===== src/rtl/spi_pkg.sv =====
// rtl/spi_pkg.sv - shared constants and FSM state encoding for the SPI initiator
package spi_pkg;

    // Only mode 0 is implemented: SCLK idles low, sample on rise, shift on fall
    localparam int SPI_MODE       = 0;
    localparam int DEFAULT_DATA_W = 8;

    localparam logic [2:0] ST_IDLE  = 3'd0;
    localparam logic [2:0] ST_SETUP = 3'd1;
    localparam logic [2:0] ST_HIGH  = 3'd2;
    localparam logic [2:0] ST_LOW   = 3'd3;
    localparam logic [2:0] ST_HOLD  = 3'd4;
    localparam logic [2:0] ST_GAP   = 3'd5;

endpackage


===== src/rtl/spi_clk_div.sv =====
// rtl/spi_clk_div.sv - half-period counter producing a one-cycle tick every CLK_DIV cycles
module spi_clk_div #(
    parameter int CLK_DIV = 4
) (
    input  logic clk,
    input  logic rst,
    input  logic clear,
    input  logic en,
    output logic tick
);

    localparam int CW = $clog2(CLK_DIV) + 1;
    localparam logic [CW-1:0] LAST = CW'(CLK_DIV - 1);

    logic [CW-1:0] cnt;

    // Combinational tick so the FSM leaves a phase on the edge ending its last cycle
    assign tick = en && (cnt == LAST);

    // Count 0..CLK_DIV-1 while enabled; restart on reset, frame acceptance or wrap
    always_ff @(posedge clk) begin
        if (rst || clear) begin
            cnt <= '0;
        end else if (tick) begin
            cnt <= '0;
        end else if (en) begin
            cnt <= cnt + 1'b1;
        end
    end

endmodule


===== src/rtl/spi_master.sv =====
// rtl/spi_master.sv - mode-0 SPI initiator, one DATA_W frame per start request
module spi_master
    import spi_pkg::*;
#(
    parameter int DATA_W  = DEFAULT_DATA_W,
    parameter int CLK_DIV = 4,
    parameter int CS_GAP  = 2
) (
    input  logic              clk,
    input  logic              rst,
    input  logic              start,
    input  logic [DATA_W-1:0] tx_data,
    input  logic              miso,
    output logic              busy,
    output logic              done,
    output logic [DATA_W-1:0] rx_data,
    output logic              sclk,
    output logic              mosi,
    output logic              ss
);

    localparam int BW = $clog2(DATA_W);
    localparam int GW = $clog2(CS_GAP + 2);
    localparam logic [BW-1:0] BIT_LAST = BW'(DATA_W - 1);
    localparam logic [GW-1:0] GAP_LAST = GW'((CS_GAP > 0) ? CS_GAP - 1 : 0);

    logic [2:0]        state;
    logic [DATA_W-2:0] tx_shift;   // bits still to send; the current bit already sits on mosi
    logic [DATA_W-1:0] rx_shift;
    logic [BW-1:0]     bit_cnt;
    logic [GW-1:0]     gap_cnt;
    logic              accept;
    logic              div_en;
    logic              tick;

    assign accept = (state == ST_IDLE) && start && !busy;
    assign div_en = (state != ST_IDLE) && (state != ST_GAP);

    spi_clk_div #(.CLK_DIV(CLK_DIV)) u_clk_div (
        .clk   (clk),
        .rst   (rst),
        .clear (accept),
        .en    (div_en),
        .tick  (tick)
    );

    // Frame sequencer: every phase except GAP advances on the divider tick
    always_ff @(posedge clk) begin
        if (rst) begin
            state    <= ST_IDLE;
            tx_shift <= '0;
            rx_shift <= '0;
            bit_cnt  <= '0;
            gap_cnt  <= '0;
            busy     <= 1'b0;
            done     <= 1'b0;
            rx_data  <= '0;
            sclk     <= 1'b0;
            mosi     <= 1'b0;
            ss       <= 1'b0;
        end else begin
            done <= 1'b0;
            case (state)
                ST_IDLE: begin
                    if (accept) begin
                        tx_shift <= tx_data[DATA_W-2:0];
                        mosi     <= tx_data[DATA_W-1];
                        ss       <= 1'b1;
                        bit_cnt  <= '0;
                        busy     <= 1'b1;
                        state    <= ST_SETUP;
                    end
                end
                ST_SETUP, ST_LOW: begin
                    if (tick) begin
                        sclk     <= 1'b1;
                        rx_shift <= {rx_shift[DATA_W-2:0], miso};
                        state    <= ST_HIGH;
                    end
                end
                ST_HIGH: begin
                    if (tick) begin
                        sclk <= 1'b0;
                        if (bit_cnt == BIT_LAST) begin
                            state <= ST_HOLD;
                        end else begin
                            mosi     <= tx_shift[DATA_W-2];
                            tx_shift <= tx_shift << 1;
                            bit_cnt  <= bit_cnt + 1'b1;
                            state    <= ST_LOW;
                        end
                    end
                end
                ST_HOLD: begin
                    if (tick) begin
                        ss      <= 1'b0;
                        mosi    <= 1'b0;
                        rx_data <= rx_shift;
                        done    <= 1'b1;
                        gap_cnt <= '0;
                        if (CS_GAP == 0) begin
                            busy  <= 1'b0;
                            state <= ST_IDLE;
                        end else begin
                            state <= ST_GAP;
                        end
                    end
                end
                ST_GAP: begin
                    if (gap_cnt == GAP_LAST) begin
                        busy  <= 1'b0;
                        state <= ST_IDLE;
                    end else begin
                        gap_cnt <= gap_cnt + 1'b1;
                    end
                end
                default: state <= ST_IDLE;
            endcase
        end
    end

endmodule

===== config.mk =====
export PLATFORM = sky130hd
export DESIGN_NAME = spi_master
export DESIGN_NICKNAME = d
export VERILOG_FILES = /design/src/rtl/spi_pkg.sv /design/src/rtl/spi_clk_div.sv /design/src/rtl/spi_master.sv
export SDC_FILE = /design/constraint.sdc
export NUM_CORES = 1
export LEC_CHECK = 0
export CAP_MARGIN = 30
export CELL_PAD_IN_SITES_DETAIL_PLACEMENT = 1
export CELL_PAD_IN_SITES_GLOBAL_PLACEMENT = 1
export CORE_MARGIN = 1.5
export CORE_UTILIZATION = 35
export CTS_CLUSTER_SIZE = 14
export DETAILED_ROUTE_END_ITERATION = 12
export PLACE_DENSITY = 0.76
export RECOVER_POWER = 25
export SYNTH_ARGS = -nofsm -noshare
export SYNTH_HDL_FRONTEND = slang
export SYNTH_SLANG_ARGS = --single-unit

===== constraint.sdc =====
create_clock -name clk -period 4.14 [get_ports clk]
set_clock_uncertainty 0.15 [all_clocks]
set_input_delay 0.828 -clock clk [delete_from_list [all_inputs] [get_ports clk]]
set_output_delay 0.828 -clock clk [all_outputs]
set_load 0.02 [all_outputs]

### Word-level counts from Yosys, hierarchy flattened

Index checks and enable logic that the tools add are counted.

* $add $sub $neg: 3
* equality and inequality tests: 16
* mux-type cells: 30
* bitwise logic cells: 1
* reduce and logical (&&, ||, !) cells: 26

Operator list (count)
* 3-bit two-way mux: 9
* 7-bit two-way mux: 3
* 3-bit case mux with 5 select lines: 1
* 7-bit case mux with 2 select lines: 1
* 2-bit != test (second input constant): 6
* 3-bit AND reduction: 4
* 5-bit AND reduction: 2
* 2-bit nonzero test: 5
* 3-bit by 2-bit == test with 1-bit output (second input constant): 3
* 3-bit == test (second input constant): 3
* 1-bit two-way mux: 8
* 3-bit by 1-bit adder with 3-bit output (second input constant): 2
* 1-bit case mux with 2 select lines: 3
* 3-bit case mux with 2 select lines: 1
* 3-bit nonzero test: 2
* 2-bit OR reduction: 3
* 1-bit logical AND: 4
* 2-bit two-way mux: 2
* 2-bit case mux with 2 select lines: 1
* 2-bit AND reduction: 2
* 4-bit AND reduction: 1
* 3-bit by 1-bit == test with 1-bit output (second input constant): 1
* 3-bit zero test: 1
* 3-bit != test (second input constant): 1
* other kinds (7): 7

* register bits after elaboration: 39
* bits of input ports: 12
* output and inout bits: 13
* word-level logic and storage cells: 88

### Longest topological paths before layout

Gate-level depths: netlist (run 1).

* word-level depth: 5
* mapped depth: 7
* gate-level depth less buffers: 6

### Modules after synthesis

Synthesis (run 1) repeated with hierarchy kept, for this count alone.

* cell total of the unflattened synthesis: 217
* area, all modules: 1757.9 µm²

Modules (own cells, without submodules)
* spi_master: times used 1, cells each 200, area an instance 1594.0 µm², seq. area each 720.7 µm²
* spi_clk_div: times used 1, cells each 17, area an instance 163.9 µm², seq. area each 60.1 µm²

### Worst setup path before layout (run 1)

OpenSTA, ideal clock, no wires.

* path type: input-to-reg
* start point: input start
* end point: register tx_shift[4]
* setup time: 0.079 ns
* arrival time: 1.938 ns
* required time: 3.911 ns
* slack: 1.972 ns
* stages: 5
* cells stage by stage: or3b_4 a221oi_4 buf_6 nor2_1 a211oi_2

* word-level cells in the longest chain between the ends: 4

RTL lines
* start: declaration: RTL line spi_master.sv:11 `input logic start,`
* 1-bit logical AND (2 in a row): RTL line spi_master.sv:36 `assign accept = (state == ST_IDLE) && start && !busy;`
* 2-bit by 1-bit != test with 1-bit output (no source line)
* 4-bit AND reduction (no source line)
* end signal: assignment: RTL line spi_master.sv:66 `tx_shift <= tx_data[DATA_W-2:0];`
* end signal: assignment: RTL line spi_master.sv:88 `tx_shift <= tx_shift << 1;`
* end: declaration: RTL line spi_master.sv:28 `logic [DATA_W-2:0] tx_shift;`

Every way passes these cells.
A chain may end at the register's enable or synchronous reset.

### Final worst setup path (run 1)

* start point: input rst
* end point: register ss

RTL lines
* start: declaration: RTL line spi_master.sv:10 `input logic rst,`
* end signal: assignment: RTL line spi_master.sv:60 `ss <= 1'b0;`
* end signal: assignment: RTL line spi_master.sv:68 `ss <= 1'b1;`
* end signal: assignment: RTL line spi_master.sv:96 `ss <= 1'b0;`
* end: declaration: RTL line spi_master.sv:19 `output logic ss`

No word-level cell between the ends.

==> results.txt, run 1 <==
----------------------------------------------------
[Status]
  Result of the run ... finished with violations
  Violated checks ... capacitance limit, slew limit

[Yosys]
  Cell accounting for the most synthesized area ... dfxtp_1
  Fraction of synthesis flops using an asynchronous set or reset pin ... 0%
  Fraction of the yosys area taken by sequential cells ... 45.1%
  Primary flip-flop cell chosen by synthesis mapping ... dfxtp_1
  Post-Syn Area per Cell ... 9.02 µm²
  Cell types occupying the most area after synthesis ... dfxtp_1 45%, mux2i_1 9.2%, nand2_1 5.6%
  Gate Count Post-Synth ... 192
  Net count after synthesis ... 209
  Number of synthesized register bits ... 39
  Number of enable flip-flop cells after synthesis ... 0
  Number of warnings issued by yosys ... 0
  Area share of the largest cell type after synthesis ... 45.1%
  Cell variety after synth ... 32
  Synthesized area ... 1730 µm²

[Route]
  DRT antenna net count ... 0
  Vias ... 1360
  Number of remaining DRC errors ... 0
  Average via count per standard cell ... 4.89
  Average detailed-routed wire length per instance ... 13.0 µm
  Aggregate routed wire length ... 3.62 mm
  Iteration count of the initial detailed-routing pass ... 4
  DRC violation total after the first TritonRoute iteration ... 94

[STA]
  Portion of the clock cycle consumed by the worst path in the final layout ... 69.2%
  Slew HR ... -21.0%
  Unrepaired setup endpoints after global routing ... false
  Total negative slack for setup checks ... 0 ps
  Worst Tran Pin Value ... 1810 ps
  Final hold violations ... 0
  Final number of max-transition violations ... 40
  Minimum clock period after layout ... 2860 ps
  Achievable clock frequency ... 349 MHz
  Setup-failing EPs final ... 0

[Hold path]
  Worst min-delay path startpoint ... rx_shift[7]
  Hold path endpoint ... rx_data[7]
  Worst hold path depth ... 2
  Worst Hold Class ... reg -> reg

[Final layout]
  Fillcell total ... 581
  Signed area change from the synthesized netlist to the final layout ... 20.4%
  Antenna diode instance count ... 0
  Share of final-layout standard cells stronger than drive strength 1 ... 7.58%
  Net count reported at finish ... 228

[Pwr]
  Leakage ... 0.752 nW
  Pwr Density ... 345 nW/µm²
  Power Total ... 0.720 mW
  Worst IR Drop VDD ... 172 µV

[Floorplan]
  Die width ... 73.3 µm
  Die H ... 73.3 µm
  Die footprint ... 5380 µm²
  Initial Utilization ... 36.4%
  Number of I/O pins ... 25
  FP Rows ... 25
  Core area ... 4750 µm²

[Placement]
  Count of input and output buffers ... 24
  Final estimated routing congestion in global placement ... 0.734
  HPWL reported at the end of detailed placement ... 2.49 mm

[Critical path]
  Element type at the critical path start ... primary input
  Category of the critical setup timing path ... in -> reg
  Startpoint of the lowest-slack register-to-register path ... u_clk_div.cnt[0]
  R2R Path End ... bit_cnt[2]
  Source of the critical timing path ... rst
  Required time at the endpoint of the critical path ... 4090 ps
  Arrival time of data at the critical path endpoint ... 2810 ps
  Setup slack of the worst register-to-register path ... 1750 ps
  CP max FO ... 39
  R2r worst-path depth ... 6
  Critical Path Sink Type ... flop

[GRT]
  Via count of the first global-routing pass ... 1332
  Initial antenna violation count ... 0
  First-pass GRT wire length ... 6.02 mm
  Grt ovf ... 0
  Overall fraction of global-route tracks in use ... 14.7%
  Pin count of the biggest net entering global routing ... 40

[CTS]
  Post-CTS repair timing setup buffer count ... 0
  Num Clock Sinks ... 39
  Hold buffer count at cts ... 0
  Clock transition at the registers of the reported paths ... 70 ps
  Number of resized instances in the post-cts repair step ... 0
  CTS tree ... yes
  Latest clock arrival within the worst-skew pair ... 290 ps
  Total number of H-tree levels ... 2
  TritonCTS Buffers ... 5
  Max Root-Sink Buffers ... 2
  Clk root buf ... clkbuf_8

[Flow run]
  Number of max-cap violations ... 1

----------------------------------------------------
==> synth_stat cells (2+ instances only) <==
master	count
nand2_1	26
dfxtp_1	39
nand2b_1	6
nor2_1	24
buf_6	2
a21oi_1	19
ha_1	5
a211oi_2	3
nor2b_1	2
nor3_1	3
mux2i_1	16
or3_1	3
a22oi_1	2
buf_2	2
a211oi_1	8
nand3b_1	4
clkbuf_1	10
inv_1	4
==> how the worst max path moves through the flow <==
| stage | endpoint | slack, ps | cells past startpoint |
|---|---|---|---|
| detailed placement | tx_shift[6] | 1220 | 5 |
| floorplan | tx_shift[4] | 1970 | 5 |
| global placement | bit_cnt[1] | 1250 | 5 |
| CTS | tx_shift[3] | 1520 | 5 |
| finish | ss | 1280 | 3 |
| global route | done | 1160 | 3 |
==> logic make-up after synthesis <==
family / synth area share (%)
and+or+nand+nor: 21.6
muxes: 9.25
buffers and inverters: 4.91
adders and majority gates: 3.61
AOI/OAI and AO/OA: 15.5
DFF: 45.1
==> metrics by stage <==
| stage | util, % | area, µm² | hold WS, ps | std cells | setup slack, ps |
|---|---|---|---|---|---|
| global route | 43.8 | 2080 | 328 | 278 | 1160 |
| global placement | 42.1 | 2000 | 296 | 271 | 1250 |
| floorplan | - | 1730 | 282 | 192 | 1970 |
| finish | 43.8 | 2080 | 307 | 278 | 1280 |
| detailed placement | 42.1 | 2000 | 302 | 271 | 1220 |
| CTS | 43.9 | 2090 | 314 | 278 | 1520 |
==> worst max-delay path, cell delays in order <==
cell and delay (ps):
dlygate4sd3_1 520, clkbuf_1 1310, nor3_1 150
==> power breakdown <==
| part | leakage, nW | switching (mW) | total (mW) | internal [mW] |
|---|---|---|---|---|
| clock network | 0.0470 | 0.125 | 0.256 | 0.131 |
| logic | 0.388 | 0.0345 | 0.0676 | 0.0331 |
| registers | 0.316 | 0.00978 | 0.396 | 0.387 |
| total | 0.752 | 0.169 | 0.720 | 0.550 |
==> flip-flops by register name, summed over array words and instances (netlist names) <==
name	count
rx_data	8
rx_shift	8
tx_shift	7
bit_cnt	3
state	3
u_clk_div.cnt	3
gap_cnt	2
busy	1
done	1
mosi	1
sclk	1
ss	1
==> layout by cell type (no fill, tap or decap), types with 2 or more instances in the layout <==
master,count
nand3b_1,4
nor2b_1,2
or3_1,3
mux2i_1,16
nor2_1,24
a22oi_1,2
inv_1,4
ha_1,5
a211oi_2,3
nor3_1,3
nand2_1,26
a211oi_1,8
a21oi_1,19
clkbuf_8,6
clkdlybuf4s50_1,23
dfxtp_1,39
nand2b_1,6
==> metal layers <==
layer	GRT usage [%]	wire length, µm	up-vias
met3	5.49	203	7
met1	19.1	1800	632
met5	0	0	-
met2	22.0	1560	24
li1	-	-	697
met4	6.17	66	0
==> area by class of cell <==
type | instances | area (µm²) | share of cell area [%]
timing repair buffer | 26 | 251 | 12.1
clock buffer | 6 | 82.6 | 3.96
multi-input combinational | 135 | 866 | 41.5
inverter | 4 | 15.0 | 0.720
clock inverter | 1 | 5.00 | 0.240
tap | 67 | 83.8 | 4.02
sequential | 39 | 781 | 37.5
No activity file was read; power rests on OpenSTA's default activity.
==> run 2: changes to the inputs <==
==> constraint.sdc (replaced) <==
create_clock -name clk -period 3 [get_ports clk]
set_clock_uncertainty 0.15 [all_clocks]
set_input_delay 0.6 -clock clk [delete_from_list [all_inputs] [get_ports clk]]
set_output_delay 0.6 -clock clk [all_outputs]
set_load 0.02 [all_outputs]
==> results.txt, run 2 (same netlist as run 1, synthesis figures left out) <==
----------------------------------------------------
[Status]
  Result of the run ... completed

[CTS]
  Post-CTS repair timing setup buffer count ... 0 (unchanged)
  Clock transition at the registers of the reported paths ... 80 ps (about the same)
  Latest clock arrival within the worst-skew pair ... 290 ps (about the same)
  Hold buffer count at cts ... 0 (unchanged)
  Number of resized instances in the post-cts repair step ... 0 (unchanged)
  Max Root-Sink Buffers ... 2 (unchanged)
  Clk root buf ... clkbuf_8
  Total number of H-tree levels ... 2 (unchanged)
  Num Clock Sinks ... 39 (unchanged)
  CTS tree ... yes
  TritonCTS Buffers ... 5 (unchanged)

[Critical path]
  Source of the critical timing path ... start
  Slowest stage cell, crit path ... clkdlybuf4s50_1
  Setup slack of the worst register-to-register path ... 780 ps (-970 ps)
  Slowest stage delay, CP ... 490 ps (-820 ps)
  Category of the critical setup timing path ... in -> reg
  Cell-by-cell trace of the critical path ... clkdlybuf4s50_1, or3b_4, a221oi_4, buf_4, nor2_1, a211oi_1
  Critical Path Sink Type ... flop
  Arrival time of data at the critical path endpoint ... 2300 ps (-510 ps)
  Element type at the critical path start ... primary input
  R2r worst-path depth ... 7 (+1)
  End point of the critical path ... tx_shift[2]
  Startpoint of the lowest-slack register-to-register path ... u_clk_div.cnt[0]
  R2R Path End ... tx_shift[2]
  CP max FO ... 16 (-59%)
  Required time at the endpoint of the critical path ... 3040 ps (-1050 ps)

[STA]
  Unrepaired setup endpoints after global routing ... false
  Slew HR ... 43.4% (+64 points)
  Total negative slack for setup checks ... 0 ps (unchanged)
  Portion of the clock cycle consumed by the worst path in the final layout ... 75.4%
  Minimum clock period after layout ... 2260 ps
  Final hold violations ... 0 (unchanged)
  Final number of max-transition violations ... 0 (-100%)
  Setup-failing EPs final ... 0 (unchanged)
  Achievable clock frequency ... 442 MHz
  Worst Tran Pin Value ... 849 ps (-965 ps)
  Final setup slack of the worst path ... 738 ps (-538 ps)

[Floorplan]
  Number of I/O pins ... 25 (unchanged)
  FP Rows ... 25 (unchanged)
  Die H ... 73.3 µm (unchanged)
  Die width ... 73.3 µm (unchanged)
  Core area ... 4750 µm² (unchanged)
  Initial Utilization ... 36.4% (unchanged)
  Die footprint ... 5380 µm² (unchanged)

[Final layout]
  Utilization after layout ... 44.3% (+0.42 points)
  Most used cells in the layout excluding fill and tap cells ... 39 x dfxtp_1, 26 x nand2_1, 24 x nor2_1, 19 x a21oi_1, 17 x clkdlybuf4s50_1
  Register cell area after layout ... 781 µm² (unchanged)
  Post-route insts no fill ... 280 (+0.72%)
  Antenna diode instance count ... 0 (unchanged)
  Share of final-layout standard cells stronger than drive strength 1 ... 8.92% (+1.3 points)
  Top flop regs ... rx_data x8, rx_shift x8, tx_shift x7
  Net count reported at finish ... 229 (+0.44%)
  Most frequent standard cell in the layout excluding fill and tap cells ... dfxtp_1
  Area of combinational cells with multiple inputs ... 866 µm² (unchanged)
  Fillcell total ... 583 (+0.34%)
  Signed area change from the synthesized netlist to the final layout ... 21.5%
  Finished layout cell area ... 2100 µm² (+0.96%)

[Placement]
  HPWL reported at the end of detailed placement ... 2.53 mm (+1.8%)
  Cell count after placement ... 272 (+0.37%)
  Area post-placement ... 2010 µm² (+0.38%)
  Final estimated routing congestion in global placement ... 0.715 (-2.5%)
  Worst setup timing slack at the placement stage ... 431 ps (-790 ps)
  Count of input and output buffers ... 24 (unchanged)

[Route]
  Average detailed-routed wire length per instance ... 13.2 µm (+1.5%)
  DRC violation total after the first TritonRoute iteration ... 88 (-6.4%)
  Number of remaining DRC errors ... 0 (unchanged)
  Iteration count of the initial detailed-routing pass ... 4 (unchanged)
  Aggregate routed wire length ... 3.70 mm (+2.2%)
  Vias ... 1411 (+3.8%)
  Average via count per standard cell ... 5.04 (+3.0%)
  DRT antenna net count ... 0 (unchanged)

[Flow run]
  Number of max-cap violations ... 0 (-1)

[Hold path]
  Worst Hold Class ... reg -> reg

[GRT]
  First-pass GRT wire length ... 6.27 mm (+4.1%)
  Via count of the first global-routing pass ... 1350 (+1.4%)
  Grt ovf ... 0 (unchanged)
  Pin count of the biggest net entering global routing ... 40 (unchanged)
  Overall fraction of global-route tracks in use ... 15.2% (+0.48 points)
  Initial antenna violation count ... 0 (unchanged)

[Pwr]
  Pwr Density ... 483 nW/µm² (+40%)
  Leakage ... 0.780 nW (+3.8%)
  Worst IR Drop VDD ... 218 µV (+27%)

----------------------------------------------------
-- run 2: cell types whose count changed in the layout (fill, tap and decap cells not counted) --
cell             delta
buf_4               +1
clkbuf_1            -1
clkbuf_2            +1
clkdlybuf4s50_1     -6
clkinv_2            -1
clkinv_4            +1
clkinvlp_4          +1
dlygate4sd3_1       +6
-- run 2: how the worst min path moves through the flow --
stage | to | from | cells after the start | slack, ps
3_5_place_dp | rx_data[6] | rx_data[6] | 2 | 300
2_1_floorplan | rx_data[7] | rx_shift[7] | 2 | 280
6_report | rx_data[7] | rx_shift[7] | 2 | 310
4_1_cts | rx_data[6] | rx_data[6] | 2 | 320
5_1_grt | rx_data[6] | rx_data[6] | 2 | 330
3_3_place_gp | rx_data[2] | rx_data[2] | 2 | 300
-- run 2: layout make-up --
type                    count  share of cell area (%)
clock buffers               6                    3.92
flip-flops and latches     39                    37.1
inverters                   4                   0.713
repair buffers             27                    12.4
clock inverters             2                   0.773
well taps                  67                    3.98
multi-input cells         135                    41.1
-- run 2: metal layers --
metal / routed length [µm] / global-route usage [%] / up-vias / share of wire (%)
met4: 50 / 5.56 / 0 / 1.4
met1: 1700 / 18.6 / 677 / 46
met5: 0 / 0 / - / 0
met2: 1730 / 24.6 / 27 / 47
met3: 228 / 5.49 / 7 / 6.2
li1: - / - / 700 / -
-- run 2: critical path, delay by kind of cell --
kind                   cells  cell delay [ps]
AO/OA/AOI/OAI              2              480
AND/OR/NAND/NOR            2              490
buffers and inverters      2              730
-- run 2: power by group --
| group | total (mW) | switching [mW] | leakage (nW) | internal, mW |
|---|---|---|---|---|
| Clock | 0.375 | 0.187 | 0.0474 | 0.188 |
| Sequential | 0.547 | 0.0140 | 0.316 | 0.533 |
| Combinational | 0.0954 | 0.0485 | 0.417 | 0.0469 |
| Total | 1.02 | 0.250 | 0.780 | 0.768 |
-- run 2: through the flow --
step	hold slack, ps	power [mW]
global route	332	1.07
floorplan	282	0.621
detailed placement	303	0.657
global placement	296	0.654
CTS	318	1.04
finish	310	1.02
